--- src/rtl/bit_serial_pkg.sv ---
// Shared constants and types for the bit-serial operand feeder.
// Holds the default operand width, round length and FSM state encoding.
package bit_serial_pkg;

  localparam int COMPUTE_CYCLE_DEF = 8;
  localparam int ROUND_DEF         = 128;
  // One lane's operand slice is one full operand word wide.
  localparam int LANE_W            = COMPUTE_CYCLE_DEF;

  typedef enum logic [0:0] {
    IDLE  = 1'b0,
    SHIFT = 1'b1
  } state_t;

endpackage

--- src/rtl/bit_serial_operand_buf.sv ---
// Two-entry operand store: an active vector being serialised plus one pending vector.
// Next-state values are exported so the plane mux can register its outputs directly.
module bit_serial_operand_buf
  import bit_serial_pkg::*;
#(
  parameter int LANES   = 8,
  parameter int SLICE_W = LANE_W
) (
  input  logic                       clk,
  input  logic                       rst,
  input  logic [LANES*SLICE_W-1:0]   in_data,
  input  logic                       in_vld,
  input  logic                       consume,
  output logic                       in_rdy,
  output logic [LANES*SLICE_W-1:0]   act_data_nxt,
  output logic                       act_full_nxt
);

  localparam int W = LANES * SLICE_W;

  logic [W-1:0] act_data_r;
  logic         act_full_r;
  logic [W-1:0] pend_data_r;
  logic         pend_full_r;
  logic         rdy_r;

  logic [W-1:0] act_data_s;
  logic         act_full_s;
  logic [W-1:0] pend_data_s;
  logic         pend_full_s;
  logic         accept_s;

  // Next contents of the active/pending pair from accept and consume events.
  always_comb begin
    accept_s    = in_vld & rdy_r;
    act_data_s  = act_data_r;
    act_full_s  = act_full_r;
    pend_data_s = pend_data_r;
    pend_full_s = pend_full_r;
    if (consume && act_full_r) begin
      if (pend_full_r) begin
        act_data_s  = pend_data_r;
        pend_full_s = 1'b0;
      end else if (accept_s) begin
        act_data_s = in_data;
      end else begin
        act_full_s = 1'b0;
      end
    end else if (accept_s) begin
      if (!act_full_r) begin
        act_data_s = in_data;
        act_full_s = 1'b1;
      end else begin
        pend_data_s = in_data;
        pend_full_s = 1'b1;
      end
    end else begin
      act_full_s = act_full_r;
    end
  end

  // Storage registers; ready is held as state so it is low throughout reset.
  always_ff @(posedge clk) begin
    if (rst) begin
      act_data_r  <= '0;
      act_full_r  <= 1'b0;
      pend_data_r <= '0;
      pend_full_r <= 1'b0;
      rdy_r       <= 1'b0;
    end else begin
      act_data_r  <= act_data_s;
      act_full_r  <= act_full_s;
      pend_data_r <= pend_data_s;
      pend_full_r <= pend_full_s;
      rdy_r       <= ~pend_full_s;
    end
  end

  assign in_rdy       = rdy_r;
  assign act_data_nxt = act_data_s;
  assign act_full_nxt = act_full_s;

endmodule

--- src/rtl/bit_serial_feeder.sv ---
// Serialises two's-complement operand vectors into LSB-first bit-planes with
// sign-plane and end-of-round flags; every plane-side output is a register.
module bit_serial_feeder
  import bit_serial_pkg::*;
#(
  parameter int  LANES         = 8,
  parameter int  COMPUTE_CYCLE = COMPUTE_CYCLE_DEF,
  parameter int  ROUND         = ROUND_DEF,
  localparam int IDX_W         = (COMPUTE_CYCLE > 1) ? $clog2(COMPUTE_CYCLE) : 1,
  localparam int RND_W         = $clog2(ROUND) + 1
) (
  input  logic                       clk,
  input  logic                       rst,
  input  logic [LANES*COMPUTE_CYCLE-1:0] operand_vec,
  input  logic                       operand_vec_vld,
  output logic                       operand_vec_rdy,
  output logic [LANES-1:0]           bit_plane,
  output logic                       bit_plane_vld,
  input  logic                       bit_plane_rdy,
  output logic [IDX_W-1:0]           bit_plane_idx,
  output logic                       bit_plane_msb,
  output logic                       round_last
);

  state_t                         state_r, state_s;
  logic [IDX_W-1:0]               idx_r, idx_s;
  logic [RND_W-1:0]               rnd_r, rnd_s;
  logic [LANES-1:0]               plane_r, plane_s;
  logic                           msb_r, msb_s;
  logic                           last_r, last_s;
  logic                           plane_xfer_s;
  logic                           msb_xfer_s;
  logic [LANES*COMPUTE_CYCLE-1:0] act_data_nxt_s;
  logic                           act_full_nxt_s;

  assign plane_xfer_s = (state_r == SHIFT) & bit_plane_rdy;
  assign msb_xfer_s   = plane_xfer_s & (idx_r == IDX_W'(COMPUTE_CYCLE - 1));

  bit_serial_operand_buf #(
    .LANES   (LANES),
    .SLICE_W (COMPUTE_CYCLE)
  ) u_buf (
    .clk          (clk),
    .rst          (rst),
    .in_data      (operand_vec),
    .in_vld       (operand_vec_vld),
    .consume      (msb_xfer_s),
    .in_rdy       (operand_vec_rdy),
    .act_data_nxt (act_data_nxt_s),
    .act_full_nxt (act_full_nxt_s)
  );

  // FSM next state: SHIFT while an active vector exists.
  always_comb begin
    state_s = state_r;
    case (state_r)
      IDLE: begin
        if (act_full_nxt_s) state_s = SHIFT;
        else                state_s = IDLE;
      end
      SHIFT: begin
        if (msb_xfer_s && !act_full_nxt_s) state_s = IDLE;
        else                               state_s = SHIFT;
      end
      default: state_s = IDLE;
    endcase
  end

  // Plane index and round counter advance only on accepted planes.
  always_comb begin
    idx_s = idx_r;
    rnd_s = rnd_r;
    if (msb_xfer_s) begin
      idx_s = '0;
      rnd_s = (rnd_r == RND_W'(ROUND - 1)) ? '0 : rnd_r + RND_W'(1);
    end else if (plane_xfer_s) begin
      idx_s = idx_r + IDX_W'(1);
    end else begin
      idx_s = idx_r;
    end
  end

  // Next plane outputs are built from next-cycle state so they can be registered.
  always_comb begin
    plane_s = '0;
    if (state_s == SHIFT) begin
      for (int l = 0; l < LANES; l++) begin
        plane_s[l] = act_data_nxt_s[l*COMPUTE_CYCLE + int'(idx_s)];
      end
    end else begin
      plane_s = '0;
    end
    msb_s  = (state_s == SHIFT) && (idx_s == IDX_W'(COMPUTE_CYCLE - 1));
    last_s = msb_s && (rnd_s == RND_W'(ROUND - 1));
  end

  // State, counters and output registers.
  always_ff @(posedge clk) begin
    if (rst) begin
      state_r <= IDLE;
      idx_r   <= '0;
      rnd_r   <= '0;
      plane_r <= '0;
      msb_r   <= 1'b0;
      last_r  <= 1'b0;
    end else begin
      state_r <= state_s;
      idx_r   <= idx_s;
      rnd_r   <= rnd_s;
      plane_r <= plane_s;
      msb_r   <= msb_s;
      last_r  <= last_s;
    end
  end

  assign bit_plane     = plane_r;
  assign bit_plane_vld = (state_r == SHIFT);
  assign bit_plane_idx = idx_r;
  assign bit_plane_msb = msb_r;
  assign round_last    = last_r;

endmodule

--- config.mk ---
export PLATFORM = sky130hd
export DESIGN_NAME = bit_serial_feeder
export DESIGN_NICKNAME = d
export VERILOG_FILES = /design/src/rtl/bit_serial_pkg.sv /design/src/rtl/bit_serial_operand_buf.sv /design/src/rtl/bit_serial_feeder.sv
export SDC_FILE = /design/constraint.sdc
export NUM_CORES = 1
export LEC_CHECK = 0
export ABC_AREA = 1
export BUFFER_PORTS_ARGS = -buffer_cell sky130_fd_sc_hd__buf_2
export CAP_MARGIN = 10
export CORE_AREA = 10 10 179 181
export CTS_BUF_LIST = sky130_fd_sc_hd__clkbuf_4 sky130_fd_sc_hd__clkbuf_8 sky130_fd_sc_hd__clkbuf_16
export DETAILED_ROUTE_END_ITERATION = 7
export DIE_AREA = 0 0 189 191
export GPL_TIMING_DRIVEN = 0
export PLACE_DENSITY_LB_ADDON = 0.25
export SYNTH_ARGS = -nofsm -noshare
export SYNTH_HDL_FRONTEND = slang
export SYNTH_SLANG_ARGS = --single-unit
--- constraint.sdc ---
create_clock -name clk -period 2 [get_ports clk]
set_input_delay 0.6 -clock clk [delete_from_list [all_inputs] [get_ports clk]]
set_output_delay 0.6 -clock clk [all_outputs]
set_load 0.05 [all_outputs]
Yosys cells after proc, flatten, opt, wreduce, memory -nomap -nowiden

Index checks and enable logic that the tools add are counted.

Output and inout bits: 15
Word-level logic and storage cells: 88
Bits of input ports: 68
Bits in registers: 153

Multiplexer cells: 42
Bitwise logic cells: 7
Reductions and logical operators: 7
Equality and inequality tests: 4
Add/subtract/negate cells: 9
Order comparisons: 8

Operator list:

| cell                                               | number |
|---|---|
| 2-to-1 mux 64 bit                                  | 5 |
| binary-select mux 1 bit (select 6 bit)             | 7 |
| adder 6 x 3 -> 7 bit, first input constant         | 4 |
| < comparator 7 bit, second input constant          | 4 |
| 2-to-1 mux 1 bit                                   | 24 |
| == test 8 x 7 -> 1 bit, second input constant      | 2 |
| 2-to-1 mux 8 bit                                   | 2 |
| < comparator 6 x 7 -> 1 bit, second input constant | 2 |
| adder 5 x 3 -> 6 bit, first input constant         | 2 |
| adder 8 x 1 -> 8 bit, second input constant        | 1 |
| < comparator 3 x 7 -> 1 bit, second input constant | 1 |
| < comparator 5 x 7 -> 1 bit, second input constant | 1 |
| == test 3 bit, second input constant               | 2 |
| 2-to-1 mux 3 bit                                   | 2 |
| adder 4 x 3 -> 5 bit, first input constant         | 1 |
| logical AND 1 bit                                  | 4 |
| inverter 1 bit                                     | 4 |
| adder 3 x 1 -> 3 bit, second input constant        | 1 |
| AND 1 bit                                          | 3 |
| binary-select mux 1 bit (select 3 bit)             | 1 |
| AND reduction 3 bit                                | 1 |
| one-hot mux 1 bit (2 select lines)                 | 1 |
| OR reduction 2 bit                                 | 1 |
| zero test 1 bit                                    | 1 |

Depth between registers and ports, before layout

Depth in word-level cells: 10
Depth in mapped cells: 14
Depth with buffers taken out: 13

By module

Synthesis repeated with hierarchy kept, for this count alone.

Cells, all modules: 1532
Area, all modules: 8888.5 um^2

Modules (own cells, without submodules):

| module                 | area an instance (um^2) | times used | cells an instance | seq. area each (um^2) |
|---|---|---|---|---|
| bit_serial_operand_buf | 7155.6                  | 1          | 1228              | 2622.5 |
| bit_serial_feeder      | 1732.9                  | 1          | 304               | 440.4 |

Worst setup path after synthesis

Ideal clock, no wire load.

Path type: flip-flop to flip-flop
Start: register idx_r[0] (netlist: bit_plane_idx[0])
End: register plane_r[3] (netlist: bit_plane[3])
Setup time: 0.113 ns
Data required time: 1.887 ns
Arrival time: 2.019 ns
Period minus slack after synthesis: 2.132 ns
Path slack: -0.132 ns
Cell stages (with the launch flop): 12
Path through: dfxtp_1 ha_1 ha_1 nand4_1 buf_2 buf_2 a21oi_1 nand2_1 nand3_1 nand3_1 nor2_1 nor2_1

Cells in the longest elaborated chain, start to end: 10
Elaborated cells between the ends (all ways): 19
Classes of those cells: add/sub: 2; eq/ne: 1; mux: 10; bitwise: 2; reduce/logical: 4

Ends and longest elaborated chain:

| what                                                                          | line                     | source |
|---|---|---|
| start, declared                                                               | bit_serial_feeder.sv:26  | `logic [IDX_W-1:0] idx_r, idx_s;` |
| start signal, assigned                                                        | bit_serial_feeder.sv:108 | `idx_r <= idx_s;` |
| parallel branches: the longest is 10 deep, another holds adder 5 x 3 -> 6 bit | -                        |  |
| end signal, assigned                                                          | bit_serial_feeder.sv:110 | `plane_r <= plane_s;` |
| end, declared                                                                 | bit_serial_feeder.sv:28  | `logic [LANES-1:0] plane_r, plane_s;` |

Parallel ways; which one is timed is not known. The select of a mux whose other input is x is not followed.
A chain may end at the register's enable or synchronous reset.

Final worst setup path

Start: register idx_r[0] (netlist: bit_plane_idx[0])
End: register u_buf.pend_data_r[6]

Cells in the longest elaborated chain, start to end: 5

Ends and longest elaborated chain:

| what                                 | line                         | source |
|---|---|---|
| == test 3 bit                        | bit_serial_feeder.sv:37      | `assign msb_xfer_s = plane_xfer_s & (idx_r == IDX_W'(COMPUTE_CYCLE - 1));` |
| AND 1 bit                            | bit_serial_feeder.sv:37      |  |
| logical AND 1 bit                    | bit_serial_operand_buf.sv:40 | `if (consume && act_full_r) begin` |
| inverter 1 bit (no source line)      | -                            |  |
| AND reduction 3 bit (no source line) | -                            |  |
| end signal, assigned                 | bit_serial_operand_buf.sv:73 | `pend_data_r <= pend_data_s;` |
| end, declared                        | bit_serial_operand_buf.sv:23 | `logic [W-1:0] pend_data_r;` |

No other way between the ends.

==> reports/metrics.csv <==
stage;metric;value;unit
run_status;status;finished, violations left;
run_status;failed_checks;negative setup slack;
job;drv_cap;0;
routing;routedWlPerCell;19.4;µm
routing;detail-route-antenna-nets;0;
logic_synthesis;synth.avg_cell_area;6.07;µm²
routing;drt-initial-drc-count;1121;
place;io_buffers;80;
logic_synthesis;ys_seq_area_frac;0.362;
logic_synthesis;synth_top_area_cell;dfxtp_1;
worst_setup_path;worstPathArrival;2380;ps
clock_network;cts.sinks;153;
worst_setup_path;critPathRequiredTime;2320;ps
grt;grtUsageTotal;0.198;
worst_setup_path;end_kind;flop;
routing;vias;9817;
pwr;p_clk_frac;0.409;
cells_and_area;fin_util;0.380;
logic_synthesis;netlist_area;8460;µm²
pwr;p_total;8730;µW
die;dieArea;36100;µm²
logic_synthesis;synth_area_leaders;dfxtp_1 (36%), nand2_1 (17%), nor2_1 (8.7%);
logic_synthesis;yosysMostFrequentCell;nand2_1;
logic_synthesis;ys_seq_elements;153;
hold_path;hold_path_class;primary input to flop;
clock_network;cts-root-buf;clkbuf_16;
clock_network;path_clk_slew;60;ps
die;fp.dieW;189;µm
clock_network;cts_hold_buf;0;
timing;drv_slew;0;
grt;grt_max_degree;17;
pwr;pwr-share-comb;0.212;
logic_synthesis;synth_top_area_share;0.362;
routing;drt-total-wl;37200;µm
pwr;power_leakage;0.00528;µW
worst_setup_path;startpoint_type;flop;
pwr;ir_worst_vdd;0.000622;V
pwr;powerDensity;807;nW/µm²
die;rows;62;
routing;dr.pass1.iters;8;
timing;fin_crit;2060;ps
pwr;p_seq_frac;0.378;
logic_synthesis;syn_nets;1464;
grt;overflow;0;
pwr;power.switching;2750;µW
die;fp.dieH;191;µm
worst_setup_path;path_max_fanout;10;
pwr;intPower;5980;µW
timing;fmax;485;MHz
grt;use_met2;0.325;
clock_network;clk_latency;450;ps
timing;finClkSkew;15.7;ps
logic_synthesis;syn_inst;1393;
place;dp_hpwl;25700;µm
grt;grt_pass1_vias;9109;
logic_synthesis;async_flop_share;0;
routing;drc;0;
timing;hold_viol_final;0;
logic_synthesis;ys_top_cells_by_count;nand2_1 (380), nor2_1 (197), dfxtp_1 (153);
logic_synthesis;yosysUniqueCellTypes;26;
timing;setup_viol;14;
die;start_util;0.297;
routing;vias_per_cell;5.13;
place;place_congestion;0.897;
logic_synthesis;synth_ff_type;dfxtp_1;
timing;max_slew_margin;0.385;
timing;timing.final.ws_setup;-62.9;ps
worst_setup_path;crit_type;flop to flop;
timing;rsz0062_at_grt;true;
cells_and_area;area_delta_synth_final;28.0;%
die;num_io_pins;83;
clock_network;cts_buffer_depth;2;
logic_synthesis;synth_edf_count;0;
cells_and_area;diodes;0;
grt;grt.busiest_layer;met2;
clock_network;cts_buffers;17;
grt;antenna_found_initial;0;
cells_and_area;nNetsFinal;1588;
grt;grt_use_met1;0.244;
clock_network;cts_tree;done;
logic_synthesis;synth.yosys.warnings;0;
timing;worstMarginPinSlew;922;ps
die;core-area;28500;µm²
worst_setup_path;r2r_slack;-60;ps
timing;period_share;1.03;
cells_and_area;drive_gt1_frac;0.201;
pwr;switching_share;0.315;
clock_network;htree_levels;4;
grt;grt_use_met3;0.0461;
grt;grt_pass1_wl;54500;µm
==> power groups by stage <==
| stage | clock, µW | combinational [µW] | sequential (µW) |
|---|---|---|---|
| finish | 3570 | 1860 | 3300 |
| global route | 3700 | 2020 | 3320 |
| CTS | 3590 | 1720 | 3300 |
| detailed placement | 0 | 1620 | 3370 |
| global placement | 0 | 1600 | 3360 |
| floorplan | 0 | 936 | 3470 |
==> flip-flops by register name, indices dropped and copies added (netlist names) <==
register / count
rnd_r: 8
bit_plane_vld: 1
u_buf.pend_data_r: 64
bit_plane: 8
u_buf.pend_full_r: 1
bit_plane_idx: 3
u_buf.act_full_r: 1
u_buf.act_data_r: 64
u_buf.in_rdy: 1
bit_plane_msb: 1
round_last: 1
==> per-stage QoR <==
stage	hold WS [ps]	TNS [ps]	instances	setup WS [ps]	instance area [µm²]
global placement	447	-39590	1857	-614	9340
global route	442	-1860	1913	-136	10800
floorplan	430	0	1393	17.1	8460
detailed placement	448	-41290	1857	-628	9340
CTS	426	-3.01	1901	-3.01	10400
finish	434	-637	1913	-62.9	10800
==> metal layers <==
layer  up-vias  part of all wire  wire, µm
met5         -                 0         0
met4         0             0.044      1650
met3       108             0.094      3500
met2       512              0.45     16700
met1      4507              0.41     15300
li1       4690                 -         -
==> cell usage in the layout (no fill, tap or decap), drive strengths merged, types with 2 or more instances in the layout <==
cell    netlist  final
nand2       383    383
nor2        200    201
dfxtp       153    153
inv         147    148
nand3       146    146
buf          47    139
a21oi       130    130
o21ai        94     94
clkbuf       46     78
o211ai       34     34
clkinv        1      6
nand4         4      4
bufinv        0      4
ha            3      3
nor3          2      2
==> timing repair <==
| item | in CTS | in global routing |
|---|---|---|
| setup endpoints to repair | 79 | 71 |
| cloned | 2 | 3 |
| endpoints found under the hold margin | 0 | 0 |
| setup buffers | 11 | 10 |
| pin swaps | 15 | 35 |
| resized for setup | 97 | 128 |
==> worst max-delay path, cell delays in order (launching register included) <==
cell     delay, ps
dfxtp_4        350
ha_4           160
ha_4           170
nand2_1        240
nand2_1        230
inv_2          190
buf_4          250
buf_4          250
a21oi_1         90
==> logic make-up after synthesis <==
| kind of cell | count (synthesis) | share of synthesized area |
|---|---|---|
| compound gates | 258 | 0.163 |
| fa+ha+maj | 3 | 0.00444 |
| buf+inv | 241 | 0.115 |
| simple gates | 737 | 0.355 |
| flops | 153 | 0.362 |
| xor+xnor | 1 | 0.00104 |
==> final timing paths <==
| kind | from | end | depth (start not counted) |
|---|---|---|---|
| min reg2reg | u_buf.pend_data_r[20] | u_buf.pend_data_r[20] | 2 |
| min | operand_vec[52] | u_buf.pend_data_r[52] | 3 |
| max | bit_plane_idx[0] | u_buf.pend_data_r[6] | 8 |
| max reg2reg | bit_plane_idx[0] | u_buf.pend_data_r[6] | 8 |
==> cell type report <==
type | instances | area [µm²]
Fill cell | 3089 | 17600
Multi-Input combinational cell | 1000 | 4750
Sequential cell | 153 | 3070
Buffer | 93 | 694
Timing Repair Buffer | 104 | 648
Inverter | 148 | 556
Tap cell | 384 | 480
Clock buffer | 20 | 460
Clock inverter | 11 | 169
Note: power is estimated with default switching activity, not from simulation.
